### config.mk
export PLATFORM = sky130hd
export DESIGN_NAME = nv_nvdla_cdma_wt_req_gen_flat
export DESIGN_NICKNAME = d
export VERILOG_FILES = /design/src/rtl/nv_nvdla_cdma_wt_pkg.sv /design/src/rtl/nv_nvdla_cdma_wt_req_gen_if.sv /design/src/rtl/nv_nvdla_cdma_wt_req_size.sv /design/src/rtl/nv_nvdla_cdma_wt_req_gen.sv /design/src/flat_wrapper.sv
export SDC_FILE = /design/constraint.sdc
export NUM_CORES = 1
export LEC_CHECK = 0
export CAP_MARGIN = 25
export CORE_MARGIN = 4
export CORE_UTILIZATION = 45
export CTS_BUF_LIST = sky130_fd_sc_hd__clkbuf_4 sky130_fd_sc_hd__clkbuf_8 sky130_fd_sc_hd__clkbuf_16
export DETAILED_ROUTE_END_ITERATION = 12
export PLACE_DENSITY = 0.89
export SYNTH_ARGS = -nofsm -noshare
export SYNTH_HDL_FRONTEND = slang
export SYNTH_SLANG_ARGS = --single-unit
### constraint.sdc
create_clock -name clk -period 5.1 [get_ports clk]
set_input_delay 1.02 -clock clk [delete_from_list [all_inputs] [get_ports clk]]
set_output_delay 1.02 -clock clk [all_outputs]
set_load 0.05 [all_outputs]
### src/rtl/nv_nvdla_cdma_wt_pkg.sv
// Shared constants and state encoding for the CDMA weight/feature fetch
// request generators.
package nv_nvdla_cdma_wt_pkg;

    localparam int ATOM_SHIFT    = 5;
    localparam int MAX_REQ_ATOMS = 64;
    localparam int PAGE_ATOMS    = 128;

    typedef enum logic [1:0] {
        IDLE  = 2'd0,
        ISSUE = 2'd1,
        DONE  = 2'd2
    } wt_state_e;

endpackage

### src/rtl/nv_nvdla_cdma_wt_req_gen_if.sv
// DMA read-request channel plus weight tracking FIFO push port, bundled as
// seen from the request generator (master) and its consumers (slave).
interface nv_nvdla_cdma_wt_req_gen_if #(
    parameter int ADDR_W = 64
);
    logic              dma_rd_req_valid;
    logic              dma_rd_req_ready;
    logic [ADDR_W-1:0] dma_rd_req_addr;
    logic [5:0]        dma_rd_req_size;
    logic              wr_req;
    logic              wr_ready;
    logic [5:0]        wr_data;

    modport master (
        output dma_rd_req_valid, dma_rd_req_addr, dma_rd_req_size, wr_req, wr_data,
        input  dma_rd_req_ready, wr_ready
    );

    modport slave (
        input  dma_rd_req_valid, dma_rd_req_addr, dma_rd_req_size, wr_req, wr_data,
        output dma_rd_req_ready, wr_ready
    );

endinterface

### src/rtl/nv_nvdla_cdma_wt_req_size.sv
// Request sizing: the largest chunk that fits the remaining atoms, the
// per-request cap and the rest of the current 4 KB page.
module nv_nvdla_cdma_wt_req_size
    import nv_nvdla_cdma_wt_pkg::*;
#(
    parameter int LEN_W = 24
) (
    input  logic [LEN_W-1:0] remaining,
    input  logic [6:0]       page_off,
    output logic [7:0]       req_atoms,
    output logic [5:0]       req_size
);

    logic [7:0] page_left;
    logic [7:0] cap;

    // page_left spans 1..128; the size encode is only meaningful when remaining != 0
    always_comb begin
        page_left = 8'(PAGE_ATOMS) - {1'b0, page_off};
        cap       = (page_left < 8'(MAX_REQ_ATOMS)) ? page_left : 8'(MAX_REQ_ATOMS);
        if (remaining < LEN_W'(cap)) begin
            req_atoms = remaining[7:0];
        end else begin
            req_atoms = cap;
        end
        req_size = 6'(req_atoms - 8'd1);
    end

endmodule

### src/rtl/nv_nvdla_cdma_wt_req_gen.sv
// Weight-fetch request generator: splits one job into page-safe DMA reads
// and pushes each request's size into the weight tracking FIFO.
module nv_nvdla_cdma_wt_req_gen
    import nv_nvdla_cdma_wt_pkg::*;
#(
    parameter int ADDR_W = 64,
    parameter int LEN_W  = 24
) (
    input  logic                        clk,
    input  logic                        reset,
    input  logic                        cfg_valid,
    output logic                        cfg_ready,
    input  logic [ADDR_W-1:0]           cfg_addr,
    input  logic [LEN_W-1:0]            cfg_atoms,
    nv_nvdla_cdma_wt_req_gen_if.master  dma,
    output logic                        busy,
    output logic                        done,
    output logic [31:0]                 stall_cnt
);

    wt_state_e         state;
    wt_state_e         next_state;
    logic [ADDR_W-1:0] cur_addr;
    logic [LEN_W-1:0]  remaining;
    logic [7:0]        req_atoms;
    logic [5:0]        req_size;
    logic              accept;
    logic              fire;
    logic              last_req;

    nv_nvdla_cdma_wt_req_size #(.LEN_W(LEN_W)) u_req_size (
        .remaining (remaining),
        .page_off  (cur_addr[11:5]),
        .req_atoms (req_atoms),
        .req_size  (req_size)
    );

    assign accept   = cfg_valid && (state == IDLE);
    assign fire     = dma.dma_rd_req_valid && dma.dma_rd_req_ready;
    assign last_req = (remaining == LEN_W'(req_atoms));

    always_ff @(posedge clk) begin
        if (reset) begin
            state <= IDLE;
        end else begin
            state <= next_state;
        end
    end

    always_comb begin
        next_state = state;
        case (state)
            IDLE:    if (accept) next_state = (cfg_atoms == '0) ? DONE : ISSUE;
            ISSUE:   if (fire && last_req) next_state = DONE;
            DONE:    next_state = IDLE;
            default: next_state = IDLE;
        endcase
    end

    // Valid follows wr_ready so a request is never issued without a FIFO slot for it
    always_comb begin
        cfg_ready            = (state == IDLE);
        busy                 = (state != IDLE);
        done                 = (state == DONE);
        dma.dma_rd_req_valid = (state == ISSUE) && dma.wr_ready;
        dma.dma_rd_req_addr  = cur_addr;
        dma.dma_rd_req_size  = req_size;
        dma.wr_req           = fire;
        dma.wr_data          = req_size;
    end

    always_ff @(posedge clk) begin
        if (reset) begin
            cur_addr  <= '0;
            remaining <= '0;
        end else if (accept) begin
            cur_addr  <= cfg_addr & ~ADDR_W'((1 << ATOM_SHIFT) - 1);
            remaining <= cfg_atoms;
        end else if (fire) begin
            cur_addr  <= cur_addr + (ADDR_W'(req_atoms) << ATOM_SHIFT);
            remaining <= remaining - LEN_W'(req_atoms);
        end
    end

    always_ff @(posedge clk) begin
        if (reset) begin
            stall_cnt <= '0;
        end else if (accept) begin
            stall_cnt <= '0;
        end else if (dma.dma_rd_req_valid && !dma.dma_rd_req_ready && (stall_cnt != 32'hFFFF_FFFF)) begin
            stall_cnt <= stall_cnt + 32'd1;
        end
    end

endmodule
### src/flat_wrapper.sv
// flat-port wrapper written by rule: the top's interface ports become plain ports
module nv_nvdla_cdma_wt_req_gen_flat import nv_nvdla_cdma_wt_pkg::*;
#(
    parameter int ADDR_W = 64,
    parameter int LEN_W  = 24
)
  (clk, reset, cfg_valid, cfg_ready, cfg_addr, cfg_atoms, busy, done, stall_cnt, dma_dma_rd_req_valid, dma_dma_rd_req_addr, dma_dma_rd_req_size, dma_wr_req, dma_wr_data, dma_dma_rd_req_ready, dma_wr_ready);
  nv_nvdla_cdma_wt_req_gen_if #(.ADDR_W(ADDR_W)) dma_i ();
  input  logic clk;
  input  logic reset;
  input  logic cfg_valid;
  output logic cfg_ready;
  input  logic [ADDR_W-1:0] cfg_addr;
  input  logic [LEN_W-1:0] cfg_atoms;
  output logic busy;
  output logic done;
  output logic [31:0] stall_cnt;
  output wire logic [$bits(dma_i.dma_rd_req_valid)-1:0] dma_dma_rd_req_valid;
  output wire logic [$bits(dma_i.dma_rd_req_addr)-1:0] dma_dma_rd_req_addr;
  output wire logic [$bits(dma_i.dma_rd_req_size)-1:0] dma_dma_rd_req_size;
  output wire logic [$bits(dma_i.wr_req)-1:0] dma_wr_req;
  output wire logic [$bits(dma_i.wr_data)-1:0] dma_wr_data;
  input wire logic [$bits(dma_i.dma_rd_req_ready)-1:0] dma_dma_rd_req_ready;
  input wire logic [$bits(dma_i.wr_ready)-1:0] dma_wr_ready;
  assign dma_dma_rd_req_valid = dma_i.dma_rd_req_valid;
  assign dma_dma_rd_req_addr = dma_i.dma_rd_req_addr;
  assign dma_dma_rd_req_size = dma_i.dma_rd_req_size;
  assign dma_wr_req = dma_i.wr_req;
  assign dma_wr_data = dma_i.wr_data;
  assign dma_i.dma_rd_req_ready = dma_dma_rd_req_ready;
  assign dma_i.wr_ready = dma_wr_ready;
  nv_nvdla_cdma_wt_req_gen #(.ADDR_W(ADDR_W), .LEN_W(LEN_W)) u_core (.clk(clk), .reset(reset), .cfg_valid(cfg_valid), .cfg_ready(cfg_ready), .cfg_addr(cfg_addr), .cfg_atoms(cfg_atoms), .dma(dma_i), .busy(busy), .done(done), .stall_cnt(stall_cnt));
endmodule
==> flow_summary_export.csv, run 1 <==
group,metric,value,unit
logic_synthesis,synth_flop_cell,"dfxtp_1",
logic_synthesis,ys_ff_latch,117,
critical_path,crit_path_frequent_cell,"buf_6",
global_routing,globalRouteOverflowTotal,0,
cts,htreeDepth,4,
logic_synthesis,synth_top_area_share,29.93,%
logic_synthesis,synth_edf_count,0,
worst_hold_path,min_path_type,"flip-flop to flip-flop",
cts,cts_root_buf,"clkbuf_16",
power_and_ir_drop,leakage,4.287,nW
routing,ant_nets,0,
sta,tightestPinTransition,0.9852,ns
cts,cts_sinks,117,
logic_synthesis,async_flop_share,0,%
routing,drt-total-wl,30.12,mm
global_routing,antenna_found_initial,2,
logic_synthesis,yosys_warnings,0,
die,rows,47,
global_routing,grt_pass1_vias,8782,
sta,finalHoldViolCount,0,
logic_synthesis,synthTopCellsByArea,"dfxtp_1 30%, nand2_1 5.6%, nor2_1 4.4%",
critical_path,worstSetupPathType,"flip-flop to primary output",
power_and_ir_drop,p_total,0.004012,W
critical_path,end_kind,"primary output",
logic_synthesis,ys_seq_area_share,29.93,%
routing,drt_first_pass_iters,8,
critical_path,crit_path_end,"dma_dma_rd_req_size[5]",
routing,drcViolationCount,0,
logic_synthesis,yosysTopAreaCell,"dfxtp_1",
cells_and_area,nNetsFinal,1371,
cells_and_area,layout-drive-gt1-share,18.93,%
placed_design,gp_congestion,0.9893,
cts,cts_tree,"done",
sta,maxSlewHeadroom,33.40,%
critical_path,rr_startpoint,"u_core.dma.dma_rd_req_addr[7]",
cts,worstSkewPairLatency,0.43,ns
die,start_util,46.53,%
die,floorplan.die.height,139.9,µm
global_routing,grt_start_max_net_pins,67,
sta,period_share,102.6,%
critical_path,crit_fanout,6,
cts,clockBufferDepth,2,
sta,rsz0062_at_grt,"yes",
die,io_pins,206,
routing,avgViaCountPerCell,6.421,
die,die-area,19570,µm²
routing,post_drt_wl_per_cell,20.21,µm
run,max_cap_viol_count,0,
logic_synthesis,synthCells,1017,
power_and_ir_drop,peakVddDrop,0.2991,mV
sta,max_freq,0.1912,GHz
power_and_ir_drop,p_per_area,340.7,nW/µm²
die,coreArea,16820,µm²
critical_path,crit_path_top_delay_cell,"or3_4",
sta,setup_viol,16,
cells_and_area,nFillCells,1185,
outcome,violations,"setup timing",
critical_path,crit_cells,17,
routing,num_vias,9568,
cells_and_area,syn2layout_area_growth,50.47,%
sta,min_period,5.231,ns
logic_synthesis,synth_cell_types,85,
global_routing,track_usage,27.92,%
sta,setup_slack,-0.1310,ns
logic_synthesis,syn_avg_cell_area,7.695,µm²
cts,numCtsBuffers,17,
cells_and_area,finish.utilization,70.02,%
critical_path,r2r_cells,24,
cts,clkTransAtPathRegs,0.06,ns
critical_path,path_delay_family,"simple AND/OR/NAND/NOR gates",
cts,cts_hold_buf,0,
placed_design,dp_slack,-0.08840,ns
critical_path,cp.required,4.08,ns
critical_path,slowest_delay,0.45,ns
critical_path,critical_path.startpoint,"u_core.dma.dma_rd_req_addr[7]",
logic_synthesis,syn_area,7826,µm²
global_routing,grt_pass1_wl,45.02,mm
placed_design,dpl.hpwl,19.99,mm
critical_path,critical_path_arrival,4.21,ns
placed_design,io_buffers,195,
sta,maxSlewViolCount,0,
sta,hold_slack,0.4937,ns
die,dieWidth,139.9,µm
outcome,outcome,"finished, violations left",
sta,fin_skew,0.008925,ns
critical_path,crit_chain,"or3_4 > buf_6 > nor3_4 > o22ai_4 > ha_4 > and3_4 > a221o_1 > a211o_4 > nor2_4 > buf_6 > buf_8 > a21boi_4 > buf_6 > and3_4 > nand3_4 > xor2_4 > buf_12",
critical_path,rrSetupSlack,-0.11,ns
logic_synthesis,synth_commonest_cells,"117 x dfxtp_1, 116 x nand2_1, 92 x nor2_1",
critical_path,start_kind,"flip-flop",
critical_path,crit_buf_inv,5,
critical_path,timing.rr.end,"u_core.dma.dma_rd_req_addr[28]",
logic_synthesis,synth_most_common_cell,"dfxtp_1",
routing,drt_iter0_drc,1332,
## cell families (layout without fill, tap and decap cells)
family	after synthesis	after routing	share of synthesized area, %
buffers and inverters	99	346	5.596
and+or+nand+nor	443	443	29.37
other	2	8	0.09596
adders and majority gates	23	23	3.773
AOI/OAI and AO/OA	272	272	24.22
muxes	7	7	0.9752
xor gates and xnor gates	54	54	6.043
DFF	117	117	29.93
## area by class of cell
cell class	instances	area (µm²)	share of cell area, %
timing repair buffer	283	2815	23.91
clock buffer	19	452.9	3.846
inverter	31	121.4	1.031
sequential	117	2359	20.03
multi-input combinational	805	5604	47.59
clock inverter	13	143.9	1.222
antenna	2	5.005	0.04250
tap	220	275.3	2.337
## report_power, final
part / leakage, nW / internal [W] / switching [W]
registers: 0.961 / 0.000974 / 0.0000879
clock network: 0.291 / 0.000750 / 0.000486
logic: 3.04 / 0.000727 / 0.000987
## repair_timing
item / CTS / global route
gates resized for setup: 8 / 54
setup buffers: 9 / 21
cloned: 0 / 1
endpoints found under the setup margin: 33 / 57
pin swaps: 8 / 45
## layer usage
| layer | track usage (%) | share of wire, % | vias to the layer above | wire, µm |
|---|---|---|---|---|
| met5 | 0 | 0 | - | 0 |
| met4 | 13.11 | 4.8 | 0 | 1456 |
| met3 | 6.964 | 10 | 139 | 3070 |
| met2 | 44.77 | 47 | 679 | 14040 |
| met1 | 35.24 | 38 | 4480 | 11550 |
| li1 | - | - | 4270 | - |
## sequential cells by signal, indices dropped and copies added, names as in the netlist
signal / cells
u_core.dma.dma_rd_req_addr: 59
u_core.stall_cnt: 32
u_core.remaining: 24
u_core.state: 2
## stage by stage
step           cells  area [µm²]  setup TNS, ns
3_5_place_dp    1425       10590        -0.5851
2_1_floorplan   1021        8203        -0.7443
4_1_cts         1466       11290              0
3_3_place_gp    1424       10580              0
5_1_grt         1490       11780         -4.564
6_report        1490       11780        -0.9569
## worst min-delay path by stage
stage,slack (ns),endpoint,cells after the start,from
2_1_floorplan,0.44,u_core.state[1],1,u_core.state[1]
3_3_place_gp,0.46,u_core.state[1],1,u_core.state[1]
3_5_place_dp,0.47,u_core.state[1],1,u_core.state[1]
4_1_cts,0.48,u_core.state[1],1,u_core.state[1]
5_1_grt,0.53,u_core.state[1],1,u_core.state[1]
6_report,0.49,u_core.state[1],1,u_core.state[1]
## cells in the final DEF (no fill, tap or decap), types with 18 or more instances in the layout
cell	count
and3_1	23
dfxtp_1	110
a21oi_1	56
clkbuf_16	18
o21ai_0	33
a31oi_1	41
nand2_1	114
inv_1	26
nand4_1	25
or3_1	29
xor2_1	32
o211ai_1	18
nor2_1	86
buf_4	74
nand3_1	43
clkdlybuf4s50_1	181
nor4_1	23
(Power assumes the default switching activity.)
==> run 2, diff against run 1 <==
GPL_ROUTABILITY_DRIVEN = 0   (was not set)
==> flow_summary_export.csv, run 2 (same netlist as run 1, synthesis figures left out) <==
group,metric,value,unit
outcome,outcome,"completed",
global_routing,use_met1,34.60,%
global_routing,globalRouteOverflowTotal,0,
critical_path,critical_path_arrival,4.07,ns
critical_path,end_kind,"primary output",
routing,num_vias,9280,
cts,cts_root_buf,"clkbuf_16",
die,io_pins,206,
cts,clkTransAtPathRegs,0.06,ns
critical_path,start_kind,"flip-flop",
global_routing,grt_pass1_wl,44.44,mm
global_routing,antenna_found_initial,0,
sta,timing.setup.tns,0,ns
sta,setup_slack,0.008559,ns
power_and_ir_drop,p_per_area,342.6,nW/µm²
cells_and_area,nFillCells,1250,
cells_and_area,nNetsFinal,1360,
cts,cts_sinks,117,
die,dieWidth,139.9,µm
global_routing,track_usage,27.20,%
critical_path,crit_fanout,8,
routing,post_drt_wl_per_cell,19.60,µm
die,die-area,19570,µm²
run,max_cap_viol_count,0,
routing,ant_nets,0,
sta,setup_viol,0,
cells_and_area,final_cell_mix,"181 x clkdlybuf4s50_1, 114 x nand2_1, 110 x dfxtp_1",
cts,cts_tree,"done",
sta,min_period,5.091,ns
sta,tightestPinTransition,1.019,ns
cts,cts_hold_buf,0,
cells_and_area,syn2layout_area_growth,48.92,%
cells_and_area,layout.cells.most_common,"clkdlybuf4s50_1",
sta,maxSlewViolCount,0,
die,start_util,46.53,%
sta,maxSlewHeadroom,32.04,%
placed_design,dp.cells,1426,
die,floorplan.die.height,139.9,µm
critical_path,worstSetupPathType,"flip-flop to primary output",
placed_design,io_buffers,195,
routing,avgViaCountPerCell,6.283,
cts,clockBufferDepth,2,
sta,fin_skew,0.006546,ns
global_routing,grt_start_max_net_pins,88,
sta,hold_slack,0.4924,ns
global_routing,grt_most_used_layer,"met2",
global_routing,gr-usage-met3,7.341,%
cts,worstSkewPairLatency,0.43,ns
routing,drt-total-wl,28.95,mm
cells_and_area,stdcell_count,1477,
sta,period_share,99.83,%
sta,rsz0062_at_grt,"yes",
die,coreArea,16820,µm²
cts,htreeDepth,4,
routing,drt_first_pass_iters,6,
worst_hold_path,hold_depth,1,
power_and_ir_drop,peakVddDrop,0.3108,mV
critical_path,r2r_cells,22,
placed_design,dp_slack,-0.04172,ns
routing,drt_iter0_drc,1238,
global_routing,grt_pass1_vias,8672,
cells_and_area,antenna_cells,0,
routing,drcViolationCount,0,
sta,max_freq,0.1964,GHz
power_and_ir_drop,leakage,4.216,nW
critical_path,cp.required,4.08,ns
cells_and_area,largest_reg_flops,59,
cts,numCtsBuffers,17,
global_routing,use_met2,43.25,%
placed_design,dpl.hpwl,19.83,mm
cells_and_area,layout-drive-gt1-share,18.30,%
worst_hold_path,min_path_type,"flip-flop to flip-flop",
sta,finalHoldViolCount,0,
die,rows,47,
run 2: cell types whose count changed in the layout (fill, tap and decap cells not counted), moves of 2 or more:
cell / change
o211a_4: +2
buf_8: -3
clkinvlp_4: +2
nor2_4: -2
a21oi_4: -2
buf_4: -7
a21oi_2: +2
inv_6: -3
ha_1: -2
diode_2: -2
ha_4: +2
run 2: metal layers:
layer | vias up | wire length, µm
li1 | 4260 | -
met2 | 587 | 13400
met5 | - | 0
met4 | 0 | 1166
met1 | 4313 | 11480
met3 | 120 | 2908
run 2: worst paths after layout:
path	end	slack, ns	from
worst max-delay path	dma_wr_data[5]	0.009	u_core.dma.dma_rd_req_addr[8]
worst min-delay path	u_core.state[1]	0.49	u_core.state[1]
worst max register to register	u_core.dma.dma_rd_req_addr[28]	0.03	u_core.dma.dma_rd_req_addr[8]
worst min register to register	u_core.state[1]	0.49	u_core.state[1]
run 2: power breakdown:
| group | leakage (nW) | switching [W] | internal [W] | total (W) |
|---|---|---|---|---|
| logic | 2.97 | 0.000979 | 0.000717 | 0.00170 |
| registers | 0.961 | 0.0000861 | 0.000974 | 0.00106 |
| clock network | 0.290 | 0.000459 | 0.000778 | 0.00124 |
run 2: area by class of cell:
cell class / instances / area (µm²) / share of cell area [%]
Clock buffer: 21 / 485.5 / 4.165
Tap cell: 220 / 275.3 / 2.362
Timing Repair Buffer: 272 / 2698 / 23.15
Inverter: 31 / 121.4 / 1.041
Clock inverter: 11 / 122.6 / 1.052
Multi-Input combinational cell: 805 / 5594 / 48.00
Sequential cell: 117 / 2359 / 20.24
run 2: timing repair:
item | CTS | global route
gates cloned | 0 | 1
resized for setup | 10 | 42
pin swaps | 9 | 25
setup buffers | 11 | 7
setup endpoints to repair | 20 | 59
run 2: per-stage QoR:
step                      utilization (%)  instance area, µm²  total power [W]
after floorplan                         -                8203         0.002083
after global placement              62.94               10590         0.002588
after detailed placement            63.01               10600         0.002628
after CTS                           67.48               11350         0.003896
after global routing                69.30               11650         0.004135
final                               69.30               11650         0.003993
run 2: worst max-delay path, stage by stage, from the launching register on:
cell     delay [ns]
dfxtp_4        0.34
or3_4          0.43
buf_6          0.15
nor4_4         0.23
nor2_4         0.07
ha_4           0.21
and3_4         0.17
a221o_1        0.34
a211o_1        0.34
nor2_4         0.27
buf_4          0.20
a21oi_2        0.07
buf_4          0.15
and3_4         0.19
nand3_4        0.09
xor2_4         0.22
buf_12         0.17
